### config.mk
export PLATFORM = sky130hd
export DESIGN_NAME = mdu
export DESIGN_NICKNAME = d
export VERILOG_FILES = /design/src/rtl/mdu.sv
export SDC_FILE = /design/constraint.sdc
export NUM_CORES = 1
export LEC_CHECK = 0
export CAP_MARGIN = 20
export CORE_MARGIN = 5
export CORE_UTILIZATION = 45
export DETAILED_ROUTE_END_ITERATION = 10
export PLACE_DENSITY = 0.72
export SLEW_MARGIN = 10
export SYNTH_ARGS = -nofsm -noshare
export SYNTH_HDL_FRONTEND = slang
export SYNTH_SLANG_ARGS = --single-unit
### constraint.sdc
create_clock -name clk -period 3.82 [get_ports clk]
set_input_delay 0.764 -clock clk [delete_from_list [all_inputs] [get_ports clk]]
set_output_delay 0.764 -clock clk [all_outputs]
set_load 0.02 [all_outputs]
### src/rtl/mdu.sv
// Iterative multiply/divide unit: shift-add multiply, restoring divide, HI/LO registers.
// Optional MDU_FAST_MUL_EN: MULT/MULTU use a single-cycle 64-bit product and skip CALC.
module mdu (
   input  logic        clk,
   input  logic        rst_n,
   input  logic        Start,
   input  logic [2:0]  MduOp,
   input  logic [31:0] DataIn1,
   input  logic [31:0] DataIn2,
   input  logic        HiLoSel,
   output logic [31:0] MduResult,
   output logic        Busy,
   output logic        Done
);

   localparam logic [2:0] OP_MULT  = 3'b001;
   localparam logic [2:0] OP_MULTU = 3'b010;
   localparam logic [2:0] OP_DIV   = 3'b011;
   localparam logic [2:0] OP_DIVU  = 3'b100;
   localparam logic [2:0] OP_MTHI  = 3'b101;
   localparam logic [2:0] OP_MTLO  = 3'b110;

   typedef enum logic [1:0] {S_IDLE = 2'd0, S_CALC = 2'd1, S_FIX = 2'd2} state_t;

   state_t      state_q, state_d;
   logic [4:0]  cnt_q, cnt_d;
   logic [31:0] hi_q, hi_d, lo_q, lo_d;
   logic [31:0] mag_q, mag_d, orig_q, orig_d, rem_q, rem_d;
   logic [63:0] acc_q, acc_d;
   logic        is_div_q, is_div_d, neg_q, neg_d, neg_rem_q, neg_rem_d;
   logic        dz_q, dz_d, done_q, done_d;

   logic        op_signed, op_mul, op_div, sign_a, sign_b, div_ge;
   logic [31:0] abs_a, abs_b, div_diff, quo_fix, rem_fix;
   logic [32:0] mul_sum, div_shift;
   logic [63:0] prod_fix;

   // Datapath: operand magnitudes, one iteration step, and final sign correction.
   always_comb begin
      op_signed = (MduOp == OP_MULT) || (MduOp == OP_DIV);
      op_mul    = (MduOp == OP_MULT) || (MduOp == OP_MULTU);
      op_div    = (MduOp == OP_DIV)  || (MduOp == OP_DIVU);
      sign_a    = op_signed & DataIn1[31];
      sign_b    = op_signed & DataIn2[31];
      abs_a     = sign_a ? (~DataIn1 + 32'd1) : DataIn1;
      abs_b     = sign_b ? (~DataIn2 + 32'd1) : DataIn2;
      // acc_q holds {partial product, remaining multiplier bits} or {unused, dividend/quotient}.
      mul_sum   = {1'b0, acc_q[63:32]} + (acc_q[0] ? {1'b0, mag_q} : 33'd0);
      div_shift = {rem_q, acc_q[31]};
      div_ge    = div_shift >= {1'b0, mag_q};
      div_diff  = div_shift[31:0] - mag_q;
      prod_fix  = neg_q ? (~acc_q + 64'd1) : acc_q;
      quo_fix   = neg_q ? (~acc_q[31:0] + 32'd1) : acc_q[31:0];
      rem_fix   = neg_rem_q ? (~rem_q + 32'd1) : rem_q;
   end

   always_comb begin
      state_d   = state_q;
      cnt_d     = cnt_q;
      hi_d      = hi_q;
      lo_d      = lo_q;
      mag_d     = mag_q;
      orig_d    = orig_q;
      rem_d     = rem_q;
      acc_d     = acc_q;
      is_div_d  = is_div_q;
      neg_d     = neg_q;
      neg_rem_d = neg_rem_q;
      dz_d      = dz_q;
      done_d    = 1'b0;
      case (state_q)
         S_IDLE: begin
            if (Start) begin
               if (op_mul || op_div) begin
                  mag_d     = op_mul ? abs_a : abs_b;
                  acc_d     = {32'd0, (op_mul ? abs_b : abs_a)};
                  rem_d     = '0;
                  cnt_d     = '0;
                  is_div_d  = op_div;
                  neg_d     = sign_a ^ sign_b;
                  neg_rem_d = sign_a;
                  dz_d      = op_div && (DataIn2 == 32'd0);
                  orig_d    = DataIn1;
                  state_d   = S_CALC;
`ifdef MDU_FAST_MUL_EN
                  if (op_mul) begin
                     acc_d   = {32'd0, abs_a} * {32'd0, abs_b};
                     state_d = S_FIX;
                  end
`endif
               end else if (MduOp == OP_MTHI) begin
                  hi_d = DataIn1;
               end else if (MduOp == OP_MTLO) begin
                  lo_d = DataIn1;
               end
            end
         end
         S_CALC: begin
            if (is_div_q) begin
               rem_d = div_ge ? div_diff : div_shift[31:0];
               acc_d = {acc_q[63:32], acc_q[30:0], div_ge};
            end else begin
               acc_d = {mul_sum, acc_q[31:1]};
            end
            cnt_d = cnt_q + 5'd1;
            if (cnt_q == 5'd31) state_d = S_FIX;
         end
         S_FIX: begin
            // A zero divisor yields an all-ones quotient; the dividend is returned as-is in HI.
            if (!is_div_q) begin
               {hi_d, lo_d} = prod_fix;
            end else if (dz_q) begin
               hi_d = orig_q;
               lo_d = 32'hFFFF_FFFF;
            end else begin
               hi_d = rem_fix;
               lo_d = quo_fix;
            end
            done_d  = 1'b1;
            state_d = S_IDLE;
         end
         default: state_d = S_IDLE;
      endcase
   end

   always_ff @(posedge clk or negedge rst_n) begin
      if (!rst_n) begin
         state_q   <= S_IDLE;
         cnt_q     <= '0;
         hi_q      <= '0;
         lo_q      <= '0;
         mag_q     <= '0;
         orig_q    <= '0;
         rem_q     <= '0;
         acc_q     <= '0;
         is_div_q  <= 1'b0;
         neg_q     <= 1'b0;
         neg_rem_q <= 1'b0;
         dz_q      <= 1'b0;
         done_q    <= 1'b0;
      end else begin
         state_q   <= state_d;
         cnt_q     <= cnt_d;
         hi_q      <= hi_d;
         lo_q      <= lo_d;
         mag_q     <= mag_d;
         orig_q    <= orig_d;
         rem_q     <= rem_d;
         acc_q     <= acc_d;
         is_div_q  <= is_div_d;
         neg_q     <= neg_d;
         neg_rem_q <= neg_rem_d;
         dz_q      <= dz_d;
         done_q    <= done_d;
      end
   end

   assign MduResult = HiLoSel ? hi_q : lo_q;
   assign Busy      = (state_q != S_IDLE);
   assign Done      = done_q;

endmodule
# After elaboration in Yosys (flattened, before gate mapping)
# Index checks and enable logic that the tools add are counted.
[word_totals] ff_bits=236 latchBits=0 ramBits=0 mem_bits_ro=0 inputBits=71 out_inout_bits=34 elab_cells=105 mem_count=0
[classes] n_addsub=8 n_mul=0 div=0 n_lt_le_gt_ge=1 n_eq_ne=18 n_shift=0 mux=39 n_bitwise=8 n_reduce_logical=17
[op_table] op="32-bit two-way mux" n=23
[op_table] op="64-bit two-way mux" n=4
[op_table] op="32-bit one-hot mux with 2 select lines" n=3
[op_table] op="32-bit by 1-bit adder with 32-bit output (second input constant)" n=4
[op_table] op="32-bit inverter" n=4
[op_table] op="64-bit one-hot mux with 2 select lines" n=1
[op_table] op="64-bit by 1-bit adder with 64-bit output (second input constant)" n=1
[op_table] op="64-bit inverter" n=1
[op_table] op="32-bit by 32-bit adder with 33-bit output" n=1
[op_table] op="33-bit by 32-bit >= comparator with 1-bit output" n=1
[op_table] op="32-bit logical NOT" n=1
[op_table] op="32-bit subtractor" n=1
[op_table] op="2-bit inequality test (second input constant)" n=9
[op_table] op="4-bit AND reduction" n=3
[op_table] op="5-bit two-way mux" n=2
[op_table] op="5-bit one-hot mux with 2 select lines" n=1
[op_table] op="3-bit == test (second input constant)" n=3
[op_table] op="3-bit AND reduction" n=3
[op_table] op="3-bit by 2-bit == test with 1-bit output (second input constant)" n=2
[op_table] op="2-bit two-way mux" n=3
[op_table] op="2-bit nonzero test" n=3
[op_table] op="5-bit by 1-bit adder with 5-bit output (second input constant)" n=1
[op_table] op="5-bit == test (second input constant)" n=1
[op_table] op="5-bit AND reduction" n=1
[op_table] op="10 further kinds" n=14

# Depth between registers and ports, before layout
# Gate-level depths: netlist of the first run.
[depth] depth_word=8 ltp_mapped=14 ltp_nobuf=13

# Worst setup path after synthesis of the first run
# Ideal clock, no wire load.
[synth_timing] path_type="flip-flop to flip-flop" start="register acc_q[10]" end="register hi_q[31]" setup_time_ns=0.137 arrival_time_ns=3.188 path_slack_ns=0.495 stages_incl_launch_ff=11 n_path_buf=1 path_cell_list="dfrtp_1 buf_6 or4_4 or4_4 nor3_2 nand3_2 or4_4 a2111o_1 o31ai_2 xor2_1 a21oi_1"
[synth_via] elab_chain_cells=5
[synth_lines] item="start, declared" line_no="29" source="logic [63:0] acc_q, acc_d;"
[synth_lines] item="start signal, assigned" line_no="135" source="acc_q <= '0;"
[synth_lines] item="start signal, assigned" line_no="149" source="acc_q <= acc_d;"
[synth_lines] item="64-bit inverter" line_no="52" source="prod_fix = neg_q ? (~acc_q + 64'd1) : acc_q;"
[synth_lines] item="64-bit by 1-bit adder with 64-bit output" line_no="52"
[synth_lines] item="64-bit two-way mux" line_no="52"
[synth_lines] item="32-bit two-way mux" line_no="110" source="if (!is_div_q) begin"
[synth_lines] item="32-bit one-hot mux with 2 select lines" line_no="71" source="case (state_q)"
[synth_lines] item="end signal, assigned" line_no="144" source="hi_q <= hi_d;"
[synth_lines] item="end, declared" line_no="27" source="logic [31:0] hi_q, hi_d, lo_q, lo_d;"
# Every way passes these cells.
# A chain may end at the register's enable or synchronous reset.

# Worst setup path after layout of the first run
[layout_timing] start="register acc_q[20]" end="register hi_q[26]"
# The elaborated chain is that of the path after synthesis.

==> metrics.yaml, run 1 <==
synthesis:
  sequential_fraction_of_the_synthesis_area: 0.3237
  synthesized_net_count: 2449
  ffs_w_async_s_r_synth: 1.000
  number_of_enable_type_register_cells_in_the_synthesized_netlist: 0
  yosysTopAreaCellShare: 0.3237
  synth_area_per_cell_sq_um: 7.911
  yosys_warnings: 0
  synth_top_cell_by_area: "dfrtp_1"
  syn-cell-area_sq_um: 18240
  synth.area.top_cells: "dfrtp_1 (32%), o21ai_0 (7.5%), nand2_1 (7.1%)"
  synth_top_flop_cell: "dfrtp_1"
  post_synth_num_cell_types: 75
  synthesis.instances: 2306
  yosys_register_bits: 236
placement:
  dp_cells: 2895
  hpwl_um: 53330
  port-buffer-count: 104
  routabilityCongestion: 1.004
  post-place-ws_ns: -0.09476
pwr:
  powerDensity_nw_per_um2: 961.8
  p_clk_frac: 0.136
  power.internal_mw: 10.26
  peakVddDrop_mv: 0.4477
  power.switching_fraction: 0.4992
  fin_total_pwr_mw: 20.48
  power.sequential.fraction: 0.258
  total_switching_power_mw: 10.22
  logic_pwr_share: 0.606
  p_leak_nw: 9.036
die:
  row_count: 73
  fp.coreArea_sq_um: 39910
  initial_utilization: 0.4570
  width_of_the_die_um: 211.3
  die_area_sq_um: 44660
  die_h_um: 211.3
  io_pins: 105
timing:
  fin_crit_share: 0.9739
  period_minus_slack_ns: 3.720
  hold_viol_final: 0
  worst_slew_pin_slew_ns: 0.8990
  final_clock_skew_ns: 0.03310
  postLayoutSetupSlackWorst_ns: 0.09959
  timing.final.setup_violations: 0
  fmax_mhz: 268.8
  fin_setup_tns_ns: 0
  slew_headroom: 0.4006
  final_max_slew_viol_count: 0
  rsz0062_at_grt: "no"
clock_tree:
  clock_tree.buffer_depth: 3
  clock_insertion_delay_worst_skew_ns: 0.58
  clkSlewWorstSetupHoldPaths_ns: 0.06
  cts_tree: "done"
  postCtsSetupBuffers: 0
  tritoncts_num_sinks: 236
  clock-root-buffer: "clkbuf_16"
  tritoncts.num_buffers: 29
  cts_max_level: 1
route:
  wl_met3_um: 8644
  wire_length_on_met1_um: 28910
  ant_nets: 0
  met2WireLength_um: 28670
  first_iter_violations: 2340
  totalWireLength_um: 69600
  top_layer: "met5"
  dr.pass1.iters: 6
  remaining_routing_drc_violations: 0
  avgRoutedWirePerCell_um: 23.60
  num_vias: 18633
  avgViaCountPerCell: 6.318
global_routing:
  grt-ovfl-total: 0
  antenna_found_initial: 1
  global_routing_usage_summed_across_all_routing_layers: 0.3026
  grt_max_degree: 76
  grt_pass1_wl_um: 106100
  grt_pass1_vias: 17313
worst_setup_path:
  timing.critical_path.slowest_cell_delay_ns: 0.62
  criticalPathCategory: "flip-flop to flip-flop"
  worst-endpoint-arrival_ns: 4.18
  cp.required_ns: 4.28
  r2r_slack_ns: 0.1
  critical_path.endpoint_type: "flip-flop"
  timing.critical_path.from_type: "flip-flop"
  crit_path_cell_trace: "or4_1 -> nor4_1 -> and4bb_2 -> nor4b_2 -> nand2_1 -> or4_4 -> o311ai_2 -> o41ai_1 -> a221oi_2"
  critical_path.startpoint: "acc_q[20]$_DFFE_PN0P_"
  max_fanout_on_critical_path: 6
  timing.rr.start: "acc_q[20]$_DFFE_PN0P_"
  crit_slowest_cell: "or4_1"
finish:
  layout_commonest_cell: "nand2_1"
  final_cell_count_no_fill: 2949
  antennaDiodeCount: 0
  drive_above_1_share: 0.09983
  finalNetCount: 2545
  area_growth_pct: 16.74
  layout_common_cells: "nand2_1 (345), o21ai_0 (272), dfrtp_1 (234)"
outcome:
  outcome: "completed"
flow_run:
  drv.max_cap_violation_count: 0
min_path:
  worst_hold_path_type: "input port to async pin"
==> cells in the mapped netlist (12+ instances only) <==
cell type and count:
nand2_1 346, o21ai_0 272, dfrtp_1 236, nor2_1 153, a21oi_1 142, clkbuf_1 140
xor2_1 106, nand3_1 95, xnor2_1 92, ha_1 70, inv_1 59, mux2i_1 46
o22ai_1 44, mux2_2 40, nor3_1 39, o31ai_1 37, a21o_1 31, or3_1 27
o211ai_1 26, nand2b_1 25, or4_1 22, a31oi_1 21, o41ai_1 18, nand4_1 15
nor2b_1 14, o221ai_1 14, buf_1 13, and3_1 12
==> registers in the layout, indices dropped and copies added, names as in the netlist <==
signal and flops:
neg_q 1, acc_q 64, mag_q 32, orig_q 32, Done 1, state_q 2
rem_q 32, cnt_q 5, dz_q 1, lo_q 32, is_div_q 1, neg_rem_q 1
hi_q 32
==> power groups by stage <==
stage | clock network (mW) | logic [mW] | registers, mW
2_1_floorplan | 0 | 8.75 | 4.50
3_3_place_gp | 0 | 11.8 | 5.19
3_5_place_dp | 0 | 12.1 | 5.23
4_1_cts | 2.80 | 12.2 | 5.20
5_1_grt | 2.91 | 13.6 | 5.38
6_report | 2.79 | 12.4 | 5.27
==> worst max-delay path: cells and delay by family (launching register included) <==
| kind | cells | cell delay [ns] |
|---|---|---|
| DFF | 1 | 0.46 |
| AOI/OAI and AO/OA | 3 | 0.67 |
| and+or+nand+nor | 6 | 2.46 |
==> metrics by stage <==
step	util	hold slack [ns]	instance area (sq um)
2_1_floorplan	-	0.4454	18240
3_3_place_gp	0.5095	0.4573	20340
3_5_place_dp	0.5095	0.4625	20340
4_1_cts	0.5332	0.1730	21280
5_1_grt	0.5335	0.1953	21300
6_report	0.5335	0.1490	21300
==> logic make-up (layout without fill, tap and decap cells) <==
| group | after synthesis | in the layout | share of synthesized area |
|---|---|---|---|
| and+or+nand+nor | 801 | 801 | 0.2025 |
| AOI/OAI and AO/OA | 694 | 694 | 0.2328 |
| DFF | 236 | 236 | 0.3237 |
| buffers and inverters | 219 | 337 | 0.04575 |
| xor gates and xnor gates | 198 | 198 | 0.09506 |
| muxes | 86 | 86 | 0.04993 |
| adders and majority gates | 72 | 72 | 0.05021 |
==> timing repair <==
action | in CTS | in global routing
gates resized for setup | 0 | 1
hold buffers | 0 | 0
setup endpoints to repair | 0 | 2
==> final cells by class <==
cell class	instances	area, sq um
fillers	3788	18620
clock buffers	40	817.0
clock inverters	13	131.4
well taps	525	656.9
multi-input cells	1851	11550
flip-flops and latches	236	5908
repair buffers	223	2002
inverters	61	232.7
==> per-layer routing <==
layer  global-route usage  vias to the layer above
met2               0.4384                     1143
met3              0.07395                      176
li1                     -                     8459
met1               0.4359                     8853
met4               0.1188                        2
met5                    0                        -
==> final timing paths <==
path / to / cells past startpoint
max: hi_q[26]$_DFFE_PN0P_ / 9
max in group asynchronous: acc_q[41]$_DFFE_PN0P_ / 2
min: rem_q[28]$_DFFE_PN0P_ / 1
min in group clk: lo_q[14]$_DFFE_PN0P_ / 2
max reg2reg: hi_q[26]$_DFFE_PN0P_ / 9
min reg2reg: lo_q[14]$_DFFE_PN0P_ / 2
Power figures use the tool's default switching activity.
==> run 2: changes to the inputs <==
--- a/config.mk
+++ b/config.mk
@@ -8,6 +8,7 @@
 export CAP_MARGIN = 20
 export CORE_MARGIN = 5
 export CORE_UTILIZATION = 45
+export CTS_BUF_LIST = sky130_fd_sc_hd__clkbuf_4
 export DETAILED_ROUTE_END_ITERATION = 10
 export PLACE_DENSITY = 0.72
 export SLEW_MARGIN = 10
==> run 2 against run 1 <==
Sequential share of layout area decreased by 0.068 points. Non-clock buffer count grew 1. Setup slack better by 0.073 ns. Utilization increased by 0.13 points. Sequential cell count stayed put. Critical path depth unchanged. Via count rose by 1.7%. Clock power barely moved. Highest routed layer unchanged.
==> metrics.yaml, run 2 (synthesis results as in run 1) <==
route:
  avgRoutedWirePerCell_um: 23.24  # -1.5%
  avgViaCountPerCell: 6.252  # -1.0%
  num_vias: 18951  # +1.7%
  dr.pass1.iters: 8  # +2
  first_iter_violations: 2301  # -1.7%
  totalWireLength_um: 70440  # +1.2%
  ant_nets: 0  # unchanged
  remaining_routing_drc_violations: 0  # unchanged
finish:
  stdcell_area_sq_um: 21350  # +0.25%
  drive_above_1_share: 0.1246  # +0.02472
  final_cell_count_no_fill: 3031  # +2.8%
  area_growth_pct: 17.02
  area_of_the_multi_input_gates_sq_um: 11550  # about the same
  sequential_cell_area_sq_um: 5908  # unchanged
  number_of_flip_flops_in_the_largest_register: 64  # unchanged
  filler_cell_count: 3823  # +0.92%
  layout_commonest_cell: "nand2_1"
  largest-register: "acc_q"
  finalNetCount: 2590  # +1.8%
  layout_common_cells: "nand2_1 (345), o21ai_0 (272), dfrtp_1 (234)"
timing:
  fmax_mhz: 274.2  # +2.0%
  final_clock_skew_ns: 0.05407  # +0.02097 ns
  worst_slew_pin_slew_ns: 0.9153  # +0.01627 ns
  fin_setup_tns_ns: 0  # unchanged
  final_max_slew_viol_count: 0  # unchanged
  rsz0062_at_grt: "no"
  slew_headroom: 0.3898  # -0.01084
  period_minus_slack_ns: 3.647  # -0.07320 ns
  fin_worst_hold_slack_ns: 0.4740  # +0.3249 ns
  timing.final.setup_violations: 0  # unchanged
  hold_viol_final: 0  # unchanged
  fin_crit_share: 0.9548  # -0.01916
global_routing:
  grt_pass1_vias: 17615  # +1.7%
  grt_max_degree: 76  # unchanged
  antenna_found_initial: 3  # +2
  global_routing_usage_summed_across_all_routing_layers: 0.3066  # +0.004033
  grt_pass1_wl_um: 106800  # +0.72%
  grt-ovfl-total: 0  # unchanged
placement:
  dp_cells: 2895  # unchanged
  hpwl_um: 53330  # unchanged
  port-buffer-count: 104  # unchanged
  routabilityCongestion: 1.004  # unchanged
  detailed_place.area_sq_um: 20340  # unchanged
worst_setup_path:
  worst-endpoint-arrival_ns: 4.33  # +0.15 ns
  timing.critical_path.from_type: "flip-flop"
  critical_path.endpoint_type: "flip-flop"
  cp.required_ns: 4.51  # +0.23 ns
  max_fanout_on_critical_path: 6  # unchanged
  criticalPathCategory: "flip-flop to flip-flop"
clock_tree:
  cts_max_level: 3  # +2
  tritoncts.num_buffers: 73  # +150%
  clock_insertion_delay_worst_skew_ns: 0.79  # +0.21 ns
  clock_tree.buffer_depth: 3  # unchanged
  tritoncts_num_sinks: 236  # unchanged
  clkSlewWorstSetupHoldPaths_ns: 0.06  # about the same
  cts_tree: "done"
  clock-root-buffer: "clkbuf_4"
die:
  row_count: 73  # unchanged
  die_area_sq_um: 44660  # unchanged
  initial_utilization: 0.4570  # unchanged
  fp.coreArea_sq_um: 39910  # unchanged
  die_h_um: 211.3  # unchanged
  io_pins: 105  # unchanged
  width_of_the_die_um: 211.3  # unchanged
flow_run:
  drv.max_cap_violation_count: 0  # unchanged
pwr:
  peakVddDrop_mv: 0.4380  # -2.2%
  p_leak_nw: 9.161  # +1.4%
  fin_total_pwr_mw: 20.47  # about the same
  powerDensity_nw_per_um2: 958.8  # -0.31%
min_path:
  worst_hold_path_type: "flip-flop to flip-flop"
outcome:
  outcome: "completed"
==> run 2: path summary, 6_finish.rpt <==
| check | endpoint | start | slack (ns) | cells past startpoint |
|---|---|---|---|---|
| max reg2reg | hi_q[26]$_DFFE_PN0P_ | acc_q[20]$_DFFE_PN0P_ | 0.17 | 9 |
| max | hi_q[26]$_DFFE_PN0P_ | acc_q[20]$_DFFE_PN0P_ | 0.17 | 9 |
| max in group asynchronous | hi_q[9]$_DFFE_PN0P_ | rst_n | 2.36 | 3 |
| min in group asynchronous | acc_q[59]$_DFFE_PN0P_ | rst_n | 0.54 | 2 |
| min | orig_q[25]$_DFFE_PN0P_ | orig_q[25]$_DFFE_PN0P_ | 0.47 | 2 |
| min reg2reg | orig_q[25]$_DFFE_PN0P_ | orig_q[25]$_DFFE_PN0P_ | 0.47 | 2 |
==> run 2: per-layer routing <==
metal / track usage / vias up / part of all wire
met2: 0.4377 / 1158 / 0.41
met5: 0 / - / 0.00028
li1: - / 8597 / -
met3: 0.08402 / 200 / 0.12
met4: 0.1331 / 4 / 0.049
met1: 0.4362 / 8992 / 0.41
==> run 2: timing repair <==
action                                  CTS  global route
hold buffers                              1             0
endpoints found under the hold margin    65             0
setup buffers                             0             0
endpoints found under the setup margin    0             3
resized for setup                         0             2
==> run 2: layout make-up <==
type / count / area share
flip-flops and latches: 236 / 0.2768
multi-input cells: 1851 / 0.5411
clock buffers: 107 / 0.03763
well taps: 525 / 0.03077
repair buffers: 224 / 0.09424
diodes: 1 / 0.0001172
clock inverters: 26 / 0.008440
inverters: 61 / 0.01090
==> run 2: through the flow <==
| stage | util | worst slack (ns) |
|---|---|---|
| floorplan | - | 0.4952 |
| global placement | 0.5095 | -0.08012 |
| detailed placement | 0.5095 | -0.09476 |
| CTS | 0.5344 | 0.2373 |
| global route | 0.5348 | 0.02524 |
| finish | 0.5348 | 0.1728 |
==> run 2: where the power goes <==
part / total [mW] / internal [mW] / switching, mW
sequential: 5.26 / 3.73 / 1.53
combinational: 12.4 / 4.90 / 7.54
clock: 2.76 / 1.49 / 1.27
total: 20.5 / 10.1 / 10.3
==> run 2: critical path, cell delays in order (launching register included) <==
cell and delay [ns]:
dfrtp_1 0.46, or4_1 0.62, nor4_1 0.37, and4bb_2 0.36, nor4b_2 0.34, nand2_1 0.16, or4_4 0.58, o311ai_2 0.23
o41ai_1 0.14, a221oi_2 0.30
